## src/rtl/inst_encoder.sv

```systemverilog
// RV32I instruction encoder: packs decoded fields and an immediate into an
// instruction word, flags out-of-range immediates, and buffers results in a FIFO.
module inst_encoder #(
    parameter int DEPTH = 4,
    parameter int CNT_W = 16
) (
    input  logic             clk,
    input  logic             rst_n,
    input  logic             in_valid,
    output logic             in_ready,
    input  logic [6:0]       opcode,
    input  logic [4:0]       rd,
    input  logic [4:0]       rs1,
    input  logic [4:0]       rs2,
    input  logic [2:0]       funct3,
    input  logic [6:0]       funct7,
    input  logic [31:0]      imm,
    input  logic [2:0]       immType,
    output logic             out_valid,
    input  logic             out_ready,
    output logic [31:0]      inst_out,
    output logic             err_out,
    output logic [CNT_W-1:0] err_count
);

    localparam int AW = (DEPTH > 1) ? $clog2(DEPTH) : 1;
    localparam logic [AW:0] FULL_COUNT = DEPTH[AW:0];

    localparam logic [2:0] IMM_I = 3'd0;
    localparam logic [2:0] IMM_S = 3'd1;
    localparam logic [2:0] IMM_B = 3'd2;
    localparam logic [2:0] IMM_U = 3'd3;
    localparam logic [2:0] IMM_J = 3'd4;

    localparam logic [31:0] NOP_WORD = 32'h0000_0013;

    logic [31:0]      mem_inst_q [DEPTH];
    logic [31:0]      mem_inst_d [DEPTH];
    logic             mem_err_q  [DEPTH];
    logic             mem_err_d  [DEPTH];
    logic [AW-1:0]    wr_ptr_q, wr_ptr_d;
    logic [AW-1:0]    rd_ptr_q, rd_ptr_d;
    logic [AW:0]      count_q, count_d;
    logic [31:0]      last_inst_q, last_inst_d;
    logic             last_err_q, last_err_d;
    logic [CNT_W-1:0] err_count_q, err_count_d;

    logic        push;
    logic        pop;
    logic        imm_err;
    logic [31:0] packed_word;
    logic [31:0] entry_word;
    logic        i_range_ok;
    logic        b_range_ok;
    logic        j_range_ok;

    // An immediate fits a field when every bit above the field's sign bit matches it.
    assign i_range_ok = (&imm[31:11]) | ~(|imm[31:11]);
    assign b_range_ok = (&imm[31:12]) | ~(|imm[31:12]);
    assign j_range_ok = (&imm[31:20]) | ~(|imm[31:20]);

    always_comb begin
        imm_err     = 1'b0;
        packed_word = {funct7, rs2, rs1, funct3, rd, opcode};
        case (immType)
            IMM_I: begin
                packed_word = {imm[11:0], rs1, funct3, rd, opcode};
                imm_err     = ~i_range_ok;
            end
            IMM_S: begin
                packed_word = {imm[11:5], rs2, rs1, funct3, imm[4:0], opcode};
                imm_err     = ~i_range_ok;
            end
            IMM_B: begin
                packed_word = {imm[12], imm[10:5], rs2, rs1, funct3, imm[4:1], imm[11], opcode};
                imm_err     = ~b_range_ok | imm[0];
            end
            IMM_U: begin
                packed_word = {imm[31:12], rd, opcode};
                imm_err     = |imm[11:0];
            end
            IMM_J: begin
                packed_word = {imm[20], imm[10:1], imm[11], imm[19:12], rd, opcode};
                imm_err     = ~j_range_ok | imm[0];
            end
            default: begin
            end
        endcase
        entry_word = imm_err ? NOP_WORD : packed_word;
    end

    assign in_ready  = (count_q < FULL_COUNT);
    assign out_valid = (count_q != '0);
    assign push      = in_valid & in_ready;
    assign pop       = out_valid & out_ready;

    // The head mux falls back to the last popped entry so outputs hold while empty.
    assign inst_out  = out_valid ? mem_inst_q[rd_ptr_q] : last_inst_q;
    assign err_out   = out_valid ? mem_err_q[rd_ptr_q]  : last_err_q;
    assign err_count = err_count_q;

    always_comb begin
        mem_inst_d  = mem_inst_q;
        mem_err_d   = mem_err_q;
        wr_ptr_d    = wr_ptr_q;
        rd_ptr_d    = rd_ptr_q;
        count_d     = count_q;
        last_inst_d = last_inst_q;
        last_err_d  = last_err_q;
        err_count_d = err_count_q;

        if (push) begin
            mem_inst_d[wr_ptr_q] = entry_word;
            mem_err_d[wr_ptr_q]  = imm_err;
            wr_ptr_d             = wr_ptr_q + AW'(1);
            if (imm_err && (err_count_q != '1)) begin
                err_count_d = err_count_q + CNT_W'(1);
            end
        end

        if (pop) begin
            rd_ptr_d    = rd_ptr_q + AW'(1);
            last_inst_d = mem_inst_q[rd_ptr_q];
            last_err_d  = mem_err_q[rd_ptr_q];
        end

        case ({push, pop})
            2'b10:   count_d = count_q + (AW+1)'(1);
            2'b01:   count_d = count_q - (AW+1)'(1);
            default: count_d = count_q;
        endcase
    end

    always_ff @(posedge clk or negedge rst_n) begin
        if (!rst_n) begin
            mem_inst_q  <= '{default: '0};
            mem_err_q   <= '{default: 1'b0};
            wr_ptr_q    <= '0;
            rd_ptr_q    <= '0;
            count_q     <= '0;
            last_inst_q <= '0;
            last_err_q  <= 1'b0;
            err_count_q <= '0;
        end else begin
            mem_inst_q  <= mem_inst_d;
            mem_err_q   <= mem_err_d;
            wr_ptr_q    <= wr_ptr_d;
            rd_ptr_q    <= rd_ptr_d;
            count_q     <= count_d;
            last_inst_q <= last_inst_d;
            last_err_q  <= last_err_d;
            err_count_q <= err_count_d;
        end
    end

endmodule

```

## config.mk

```make
export PLATFORM = sky130hd
export DESIGN_NAME = inst_encoder
export DESIGN_NICKNAME = d
export VERILOG_FILES = /design/src/rtl/inst_encoder.sv
export SDC_FILE = /design/constraint.sdc
export NUM_CORES = 1
export LEC_CHECK = 0
export ABC_AREA = 1
export BUFFER_PORTS_ARGS = -buffer_cell sky130_fd_sc_hd__buf_2
export CORE_UTILIZATION = 45
export CTS_CLUSTER_DIAMETER = 40
export DETAILED_ROUTE_END_ITERATION = 16
export RECOVER_POWER = 25
export SLEW_MARGIN = 20
export SYNTH_ARGS = -nofsm -noshare
export SYNTH_HDL_FRONTEND = slang
export SYNTH_SLANG_ARGS = --single-unit
```

## constraint.sdc

```tcl
create_clock -name clk -period 6 [get_ports clk]
set_clock_uncertainty 0.05 [all_clocks]
set_input_delay 0.9 -clock clk [delete_from_list [all_inputs] [get_ports clk]]
set_output_delay 0.9 -clock clk [all_outputs]
set_load 0.05 [all_outputs]
```

Word-level counts from Yosys, hierarchy flattened
Cells that the tools add are included.
Widths: inputs -> output; s select.

word-level totals
  register bits = 188
  input port bits = 71

operators by class
  $add $sub $neg = 5
  magnitude comparators = 4
  eq/ne operators = 7
  muxes and demuxes = 18
  bitwise logic cells = 15
  reduce and logical (&&, ||, !) cells = 14

operator list
  operator               count
  $mux 32                5
  $pmux 32 s5            1
  $bwmux 128             1
  $bmux 32 s2            1
  $demux 32 s2           1
  $reduce_or 12->1       2
  $reduce_and 21->1      1
  $reduce_or 21->1       1
  $reduce_and 20->1      1
  $reduce_or 20->1       1
  $add 16x1->16 const B  1
  $ne 16x16->1 const B   1
  $reduce_and 12->1      1
  $eq 3x2->1 const B     2
  $ge 3x3->1 const B     2
  $not 1->1              6
  $not 2->3              2
  $pmux 3 s2             1
  $or 1x1->1             5
  $add 2x1->2 const B    2
  $bwmux 4               1
  $mux 1                 4
  $pmux 1 s4             1
  $add 3x1->3 const B    1
  16 further kinds       18

Logic depth before layout (Yosys ltp)
Gate-level depths: netlist (run 1).

  word-level depth = 8
  mapped depth = 14
  mapped depth without buffers = 13

Least setup slack after synthesis (run 1)
OpenSTA, ideal clock, no wires.

  kind = register -> output
  start point = register rd_ptr_q[1]
  end point = output inst_out[10]
  arrival time = 2.252 ns
  required time = 5.050 ns
  setup slack = 2.798 ns
  cell stages (with the launch flop) = 7
  buffers on the path = 2
  cells stage by stage = dfrtp_1 -> inv_1 -> buf_2 -> buf_1 -> a21oi_1 -> a32o_1 -> o21ai_0

on the way
  cells in the longest elaborated chain, start to end = 5

RTL lines
  item                                         line  RTL
  start, declared                              42    logic [AW-1:0] rd_ptr_q, rd_ptr_d;
  start signal, assigned                       148   rd_ptr_q <= rd_ptr_d;
  $not 2->3 (not written as such)              98    assign inst_out = out_valid ? mem_inst_q[rd_ptr_q] : last_inst_q;
  $bmux 32 s2                                  98
  $mux 32 (not written as such) (2 in series)  98
  $mux 32                                      98
  end, declared                                21    output logic [31:0] inst_out,

Every way passes these cells. The select of a mux whose other input is x is not followed.

==> flow_summary.yaml, run 1 <==
setup_path:
  end_kind: "asynchronous set/reset pin"
  crit_type: "primary input to asynchronous set/reset pin"
  cp-start-kind: "primary input"
  crit_chain: "clkbuf_8 > clkbuf_1"
  cpLargestDelayFamily: "buffers and inverters"
  r2r_cells: 10
  arrival_ns: 3.39
  cp.required_ns: 5.74
  crit_path_max_fanout: 83
  critPathMaxStageDelay_ns: 1.91
  cpMaxStageDelayCell: "clkbuf_1"
  path_buf_inv: 2
  cp.depth: 2
finish:
  layout-drive-gt1-share: 0.141
  syn_to_final_growth_pct: 13.0
  nets: 1445
  diodes: 0
  fin_util: 0.517
place:
  dp.final_hpwl_um: 17200
  portBuffers: 121
  place_congestion: 0.951
drt:
  drt_wl_total_um: 28000
  post_drt_wl_per_cell_um: 16.9
  first_iter_violations: 643
  vias: 9042
  viasPerCell: 5.45
  firstDrtPassIters: 5
  postRouteAntennaNets: 0
  drc: 0
synthesis:
  synth-seq-cells: 188
  synth.most_common_cell: "nand2_1"
  ys_types: 32
  synth_top_area_share: 0.471
  syn_area_per_cell_sq_um: 7.67
  yosysWarnings: 0
  yosys-top-cells-count: "nand2_1, dfrtp_1, nand4_1"
  syn-cell-area_sq_mm: 0.00999
  synth_area_leaders: "dfrtp_1, nand2_1, nand4_1"
  synth_async_sr_flop_share: 1.00
  yosys_most_used_dff: "dfrtp_1"
  seq_area_frac_synth: 0.471
  yosysTopAreaCell: "dfrtp_1"
  syn-num-nets: 1381
  synth_edf_count: 0
  synth_cells: 1303
clock_tree:
  clock-sinks: 188
  post_cts.repair.setup_buffers: 0
  cts_max_level: 4
  ctsResizeCount: 0
  cts_buffers: 17
  cts_hold_buf: 0
  cts_tree: "yes"
  clkTransAtPathRegs_ns: 0.07
  clk_path_buf_depth: 2
  root_buffer: "clkbuf_16"
  clock_latency_ns: 0.44
pwr:
  peakVddDrop_uv: 285
  p_sw_mw: 2.88
  intPower_mw: 3.26
  power_mw: 6.14
  combPwrFrac: 0.465
  seqPwrFrac: 0.333
  p_leak_nw: 5.70
  power_density_mw_per_mm2: 545
  power_frac_clock: 0.202
  swShare: 0.469
sta:
  relSlewSlack: -0.728
  setup_viol: 0
  period_share: 0.607
  fin_tns_setup_ns: 0
  rsz0062_at_grt: "false"
  timing.fmax_ghz: 0.274
  drv_slew: 48
  hold_violations: 0
  period_minus_slack_ns: 3.64
  tightest_slew_ns: 2.59
floorplan:
  rows: 54
  die-area_sq_mm: 0.0228
  die_w_um: 151
  start_util: 0.458
  core_area_sq_mm: 0.0218
  ios: 122
  die_h_um: 151
status:
  violations: "max-capacitance violations, max-slew violations"
  outcome: "complete, but fails checks"
run:
  drv_cap: 1
global_routing:
  grt_start_max_net_pins: 97
  grt_overflow: 0
  antenna_found_initial: 0
  grt_pass1_wl_um: 44500
  grt_pass1_vias: 8180
  grt_use_total: 0.254
worst_hold_path:
  whs_path_depth: 2
  hp-class: "flip-flop to flip-flop"
## final timing paths
path	start	to	slack (ns)
min in group asynchronous	rst_n	count_q[1]	0.44
max in group clk	rd_ptr_q[1]	inst_out[0]	2.41
worst max-delay path	rst_n	rd_ptr_q[0]	2.36
worst min register to register	mem_inst_q[38]	mem_inst_q[38]	0.43
worst max register to register	count_q[0]	count_q[1]	3.12
worst min-delay path	mem_inst_q[38]	mem_inst_q[38]	0.43
## final cells by class
type | instances | area [sq um]
Clock inverter | 12 | 186
Multi-Input combinational cell | 974 | 4670
Fill cell | 2137 | 10500
Inverter | 49 | 185
Timing Repair Buffer | 137 | 731
Tap cell | 280 | 350
Clock buffer | 19 | 453
Sequential cell | 188 | 4710
## metal layers
layer	global-route usage	up-vias	part of all wire
li1	-	4468	-
met3	0.0386	34	0.062
met1	0.384	4213	0.49
met2	0.379	327	0.43
met5	0	-	0
met4	0.0635	0	0.015
## power groups by stage
stage,combinational (mW),sequential [mW],clock (mW)
floorplan,2.17,2.03,0
global placement,2.84,2.05,0
detailed placement,2.87,2.06,0
CTS,2.88,2.04,1.25
global route,3.16,2.11,1.30
finish,2.86,2.05,1.24
## flip-flops by register name, indices dropped and copies added (netlist names)
name / flops
mem_err_q: 4
count_q: 3
mem_inst_q: 128
rd_ptr_q: 2
last_inst_q: 32
err_count: 16
last_err_q: 1
wr_ptr_q: 2
## placed cells by master (no fill, tap or decap), types with 3 or more instances in the layout
master,n
nor3_1,3
nand2_2,3
o211ai_1,4
buf_4,15
nand3b_1,3
o21ai_0,80
o22ai_1,3
ha_1,6
a21oi_1,42
clkbuf_8,3
inv_1,38
nor2_1,56
clkbuf_16,17
mux2_2,8
clkinv_4,4
bufinv_16,4
dfrtp_1,187
nand3_1,30
xor2_1,10
nand2_1,555
inv_6,3
nand4_1,121
inv_2,9
buf_2,120
a32o_1,32
xnor2_1,8
## per-stage QoR
step	area (sq um)	std cells	setup WS [ns]	hold slack [ns]
final	11300	1659	2.36	0.432
after floorplan	9990	1303	2.80	0.399
after global routing	11300	1659	1.65	0.445
after CTS	11300	1659	2.37	0.434
after detailed placement	10600	1628	2.54	0.416
after global placement	10600	1628	2.52	0.414
## kinds of logic after synthesis
logic type                 count (synthesis)  share of synthesized area
and+or+nand+nor                          778                      0.332
muxes                                      8                    0.00902
xor gates and xnor gates                  18                     0.0158
AOI/OAI and AO/OA                        163                     0.0994
DFF                                      188                      0.471
adders and majority gates                  7                    0.00952
buffers and inverters                    141                     0.0629
No activity file was read; power rests on OpenSTA's default activity.
==> run 2, diff against run 1 <==
Settings changed: ABC_AREA 1 to 0, PLACE_DENSITY set to 0.67.
Clock period 6 ns to 3.1 ns, I/O delays scaled along.
==> flow_summary.yaml, run 2 <==
pwr:
  p_leak_nw: 4.95
  peakVddDrop_uv: 411
  power_density_mw_per_mm2: 1070
setup_path:
  crit_type: "flip-flop to output pin"
  reg2reg_slack_ns: 0.92
  arrival_ns: 2.38
  cpLargestDelayFamily: "multiplexers"
  cpMaxStageDelayCell: "dfrtp_2"
  crit_path_max_fanout: 10
  cp.required_ns: 2.58
  end_kind: "output pin"
  cp-start-kind: "flip-flop"
  crit_chain: "buf_4 > mux4_2 > mux2_2 > buf_2"
  path_buf_inv: 2
  cp-startpoint: "rd_ptr_q[0]"
  r2r_cells: 7
  critPathMaxStageDelay_ns: 0.58
  rr_startpoint: "err_count[0]"
  r2r-end: "err_count[1]"
clock_tree:
  clk_path_buf_depth: 2
  clkTransAtPathRegs_ns: 0.07
  clock_latency_ns: 0.43
  cts_buffers: 17
  root_buffer: "clkbuf_16"
  post_cts.repair.setup_buffers: 0
  cts_hold_buf: 0
  ctsResizeCount: 0
  clock-sinks: 188
  cts_max_level: 4
  cts_tree: "yes"
sta:
  timing.fmax_ghz: 0.346
  rsz0062_at_grt: "false"
  hold_violations: 0
  hold_slack_ns: 0.303
  period_minus_slack_ns: 2.89
  setup_slack_ns: 0.207
  drv_slew: 75
  tightest_slew_ns: 1.83
  setup_viol: 0
  relSlewSlack: -0.220
  period_share: 0.933
  fin_tns_setup_ns: 0
worst_hold_path:
  hold_start: "opcode[3]"
  hp-class: "primary input to flip-flop"
  whs_path_depth: 3
  min_to: "mem_inst_q[35]"
drt:
  viasPerCell: 5.53
  postRouteAntennaNets: 0
  firstDrtPassIters: 4
  first_iter_violations: 424
  vias: 6863
  post_drt_wl_per_cell_um: 18.4
  drt_wl_total_um: 22800
  drc: 0
synthesis:
  synth_edf_count: 0
  synth_cells: 857
  syn-num-nets: 935
  synth_async_sr_flop_share: 1.00
  yosys_most_used_dff: "dfrtp_1"
  yosysTopAreaCell: "dfrtp_1"
  synth_area_leaders: "dfrtp_1, mux2_2, mux4_2"
  syn-cell-area_sq_mm: 0.00923
  synth-seq-cells: 188
  synth_top_area_share: 0.510
  yosys-top-cells-count: "dfrtp_1, nand2_1, o21ai_0"
  yosysWarnings: 0
  seq_area_frac_synth: 0.510
  ys_types: 48
  synth.most_common_cell: "dfrtp_1"
  syn_area_per_cell_sq_um: 10.8
floorplan:
  ios: 122
  core_area_sq_mm: 0.0202
  die_h_um: 145
  die_w_um: 145
  start_util: 0.458
  rows: 52
  die-area_sq_mm: 0.0211
global_routing:
  grt_use_total: 0.228
  grt_pass1_wl_um: 37200
  grt_overflow: 0
  grt_pass1_vias: 6785
  antenna_found_initial: 0
  grt_start_max_net_pins: 75
finish:
  syn_to_final_growth_pct: 17.0
  largest_reg_flops: 128
  nets: 1035
  diodes: 0
  final_common_cell: "dfrtp_1"
  ff_latch_area_sq_mm: 0.00471
  num-fill-cells: 1846
  final_cell_mix: "dfrtp_1, nand2_1, buf_2, o21ai_0, mux2_2"
  multi_input_area_sq_mm: 0.00424
  layout-drive-gt1-share: 0.312
  regMostFlops: "mem_inst_q"
place:
  portBuffers: 121
  dp_worst_setup_slack_ns: 0.491
  place_congestion: 0.868
  dp.final_hpwl_um: 15700
status:
  outcome: "complete, but fails checks"
  violations: "max-capacitance violations, max-slew violations"
run:
  drv_cap: 1
==> run 2: cell types whose count changed in the layout (fill, tap and decap cells not counted), sizes merged, moves of 33 or more <==
cell,change
nand4,-108
mux4,+33
o21ai,+47
nand2,-387
nor2,-38
mux2,+59
==> run 2: how the worst max path moves through the flow <==
stage	end	slack (ns)	cells after the start
4_1_cts	inst_out[31]	0.15	4
6_report	inst_out[13]	0.21	4
3_3_place_gp	mem_inst_q[23]	0.50	9
2_1_floorplan	count_q[2]	0.30	11
5_1_grt	inst_out[31]	0.08	4
3_5_place_dp	mem_inst_q[119]	0.49	9
==> run 2: worst register-to-register path, stage by stage, from the launching register on <==
cell and delay (ns):
dfrtp_1 0.41, ha_1 0.19, nand2_1 0.08, nor2_1 0.25, and3_1 0.22, nand3_1 0.27, nand3_1 0.24, mux2_2 0.35
==> run 2: layout make-up <==
cell class                      count  area share
Timing Repair Buffer              145      0.0809
Clock buffer                       17      0.0394
Sequential cell                   188       0.436
Inverter                           10     0.00348
Clock inverter                     15      0.0166
Tap cell                          270      0.0313
Multi-Input combinational cell    595       0.393
==> run 2: kinds of logic after synthesis <==
group,synth area share
AOI/OAI and AO/OA,0.122
DFF,0.510
muxes,0.180
adders and majority gates,0.0103
buffers and inverters,0.0334
and+or+nand+nor,0.125
xor gates and xnor gates,0.0199
==> run 2: through the flow <==
stage                      util  instances  total power, mW  area (sq um)
after floorplan               -        857             8.04          9230
after global placement    0.506       1208             9.29         10200
after detailed placement  0.506       1208             9.41         10200
after CTS                 0.536       1240             11.7         10800
after global routing      0.535       1240             12.3         10800
final                     0.535       1240             11.6         10800
==> run 2: metal layers <==
metal | GRT usage | up-vias | wire length [um]
li1 | - | 3269 | -
met1 | 0.335 | 3346 | 10800
met2 | 0.338 | 215 | 10200
met3 | 0.0447 | 33 | 1270
met4 | 0.0753 | 0 | 508
met5 | 0 | - | 0
==> run 2: report_power, final <==
group	internal (mW)	switching (mW)
registers	3.44	0.568
clock network	1.22	1.01
logic	2.01	3.31
==> run 3, diff against run 2 <==
--- a/config.mk
+++ b/config.mk
@@ -12,2 +12,3 @@
 export DETAILED_ROUTE_END_ITERATION = 16
+export MAX_ROUTING_LAYER = met4
 export PLACE_DENSITY = 0.67
==> constraint.sdc (replaced) <==
create_clock -name clk -period 3.1 [get_ports clk]
set_clock_uncertainty 0.05 [all_clocks]
set_input_delay 0.155 -clock clk [delete_from_list [all_inputs] [get_ports clk]]
set_output_delay 0.155 -clock clk [all_outputs]
set_load 0.05 [all_outputs]
==> flow_summary.yaml, run 3 (synthesized netlist as in run 2, its figures left out) <==
clock_tree:
  cts_hold_buf: 3
  clk_path_buf_depth: 2
  clkTransAtPathRegs_ns: 0.07
  cts_buffers: 17
  cts_max_level: 4
  root_buffer: "clkbuf_16"
  ctsResizeCount: 0
  clock-sinks: 188
  clock_latency_ns: 0.44
  post_cts.repair.setup_buffers: 0
  cts_tree: "yes"
sta:
  period_share: 0.863
  relSlewSlack: -0.192
  period_minus_slack_ns: 2.68
  rsz0062_at_grt: "false"
  drv_slew: 71
  fin_tns_setup_ns: 0
  setup_viol: 0
  tightest_slew_ns: 1.79
  timing.fmax_ghz: 0.374
  hold_violations: 0
finish:
  regMostFlops: "mem_inst_q"
  final_cell_mix: "dfrtp_1, nand2_1, buf_2, o21ai_0, mux2_2"
  stdcell_area_sq_mm: 0.0107
  largest_reg_flops: 128
  layout-drive-gt1-share: 0.308
  final_common_cell: "dfrtp_1"
  diodes: 0
  nets: 1033
  syn_to_final_growth_pct: 16.2
setup_path:
  cp-start-kind: "flip-flop"
  cp.required_ns: 2.89
  arrival_ns: 2.47
  end_kind: "output pin"
  crit_type: "flip-flop to output pin"
  cpMaxStageDelayCell: "dfrtp_2"
  crit_path_max_fanout: 24
  critPathMaxStageDelay_ns: 0.65
  crit_chain: "buf_12 > mux4_2 > mux2_2 > buf_2"
place:
  portBuffers: 121
  post_dp_cell_area_sq_mm: 0.0101
  dp.final_hpwl_um: 15300
  place_congestion: 0.886
pwr:
  combPwrFrac: 0.463
  power_density_mw_per_mm2: 1060
  seqPwrFrac: 0.351
  swShare: 0.423
  p_leak_nw: 4.91
  intPower_mw: 6.57
  peakVddDrop_uv: 401
  power_frac_clock: 0.186
  p_sw_mw: 4.82
floorplan:
  start_util: 0.458
  ios: 122
  core_area_sq_mm: 0.0202
  die_w_um: 145
  rows: 52
  die-area_sq_mm: 0.0211
  die_h_um: 145
global_routing:
  grt_pass1_vias: 6712
  grt_overflow: 0
  grt_use_total: 0.231
  antenna_found_initial: 0
  grt_pass1_wl_um: 36800
  grt_start_max_net_pins: 72
worst_hold_path:
  hp-class: "primary input to flip-flop"
drt:
  postRouteAntennaNets: 0
  firstDrtPassIters: 5
  first_iter_violations: 449
  drc: 0
  drt_wl_total_um: 22100
  vias: 6815
  viasPerCell: 5.50
  post_drt_wl_per_cell_um: 17.8
run:
  drv_cap: 1
status:
  outcome: "complete, but fails checks"
  violations: "max-capacitance violations, max-slew violations"
[run 3: cell count changes in the layout (fill, tap and decap cells not counted)]
| cell | previous run | this run |
|---|---|---|
| inv_8 | 5 | 1 |
| clkinv_4 | 1 | 4 |
| inv_6 | 3 | 4 |
| dlygate4sd3_1 | 0 | 3 |
| buf_4 | 16 | 15 |
| buf_12 | 7 | 4 |
| clkbuf_8 | 0 | 1 |
| clkinvlp_4 | 3 | 2 |
| clkbuf_4 | 1 | 0 |
| clkinv_2 | 1 | 2 |
| bufinv_16 | 2 | 1 |
[run 3: layer usage]
metal / vias up / global-route usage / wire length (um)
li1: 3267 / - / -
met1: 3345 / 0.331 / 10600
met2: 179 / 0.340 / 10200
met3: 24 / 0.0340 / 1050
met4: 0 / 0.0700 / 306
met5: - / - / 0
[run 3: through the flow]
| stage | std cells | utilization | setup slack (ns) | power, mW | hold WS, ns |
|---|---|---|---|---|---|
| after detailed placement | 1203 | 0.502 | 0.532 | 9.37 | 0.166 |
| after floorplan | 857 | - | 0.304 | 8.04 | -0.191 |
| final | 1238 | 0.532 | 0.424 | 11.4 | 0.0170 |
| after global routing | 1238 | 0.532 | 0.291 | 12.1 | 0.0219 |
| after global placement | 1203 | 0.502 | 0.591 | 9.24 | 0.165 |
| after CTS | 1238 | 0.532 | 0.362 | 11.5 | 0.00114 |
[run 3: worst max-delay path: cells and delay by family (launching register included)]
| family | cells | cell delay, ns |
|---|---|---|
| flip-flops | 1 | 0.65 |
| buffers and inverters | 2 | 0.51 |
| multiplexers | 2 | 0.85 |
[run 3: path summary, 6_finish.rpt]
kind	startpoint	endpoint	slack, ns	cells past startpoint
setup / recovery	rd_ptr_q[0]	inst_out[17]	0.42	4
hold / removal	opcode[5]	mem_inst_q[37]	0.02	3
setup reg to reg	err_count[0]	err_count[1]	0.89	7
hold reg to reg	count_q[0]	count_q[0]	0.42	1
max in group asynchronous	rst_n	mem_inst_q[92]	1.06	3
min in group asynchronous	rst_n	last_inst_q[6]	0.68	2
[run 3: power by group through the flow]
| stage | logic, mW | registers (mW) | clock network [mW] |
|---|---|---|---|
| final | 5.27 | 4.00 | 2.11 |
| after global routing | 5.69 | 4.14 | 2.26 |
| after CTS | 5.33 | 4.01 | 2.15 |
| after detailed placement | 5.31 | 4.06 | 0 |
| after global placement | 5.24 | 4.00 | 0 |
| after floorplan | 4.11 | 3.93 | 0 |
[run 3: cell type report]
type | instances | area [sq um]
fill | 1822 | 9440
clock buffer | 18 | 439
inverter | 10 | 37.5
multi-input combinational | 595 | 4240
timing repair buffer | 143 | 828
tap | 270 | 338
sequential | 188 | 4710
clock inverter | 14 | 136
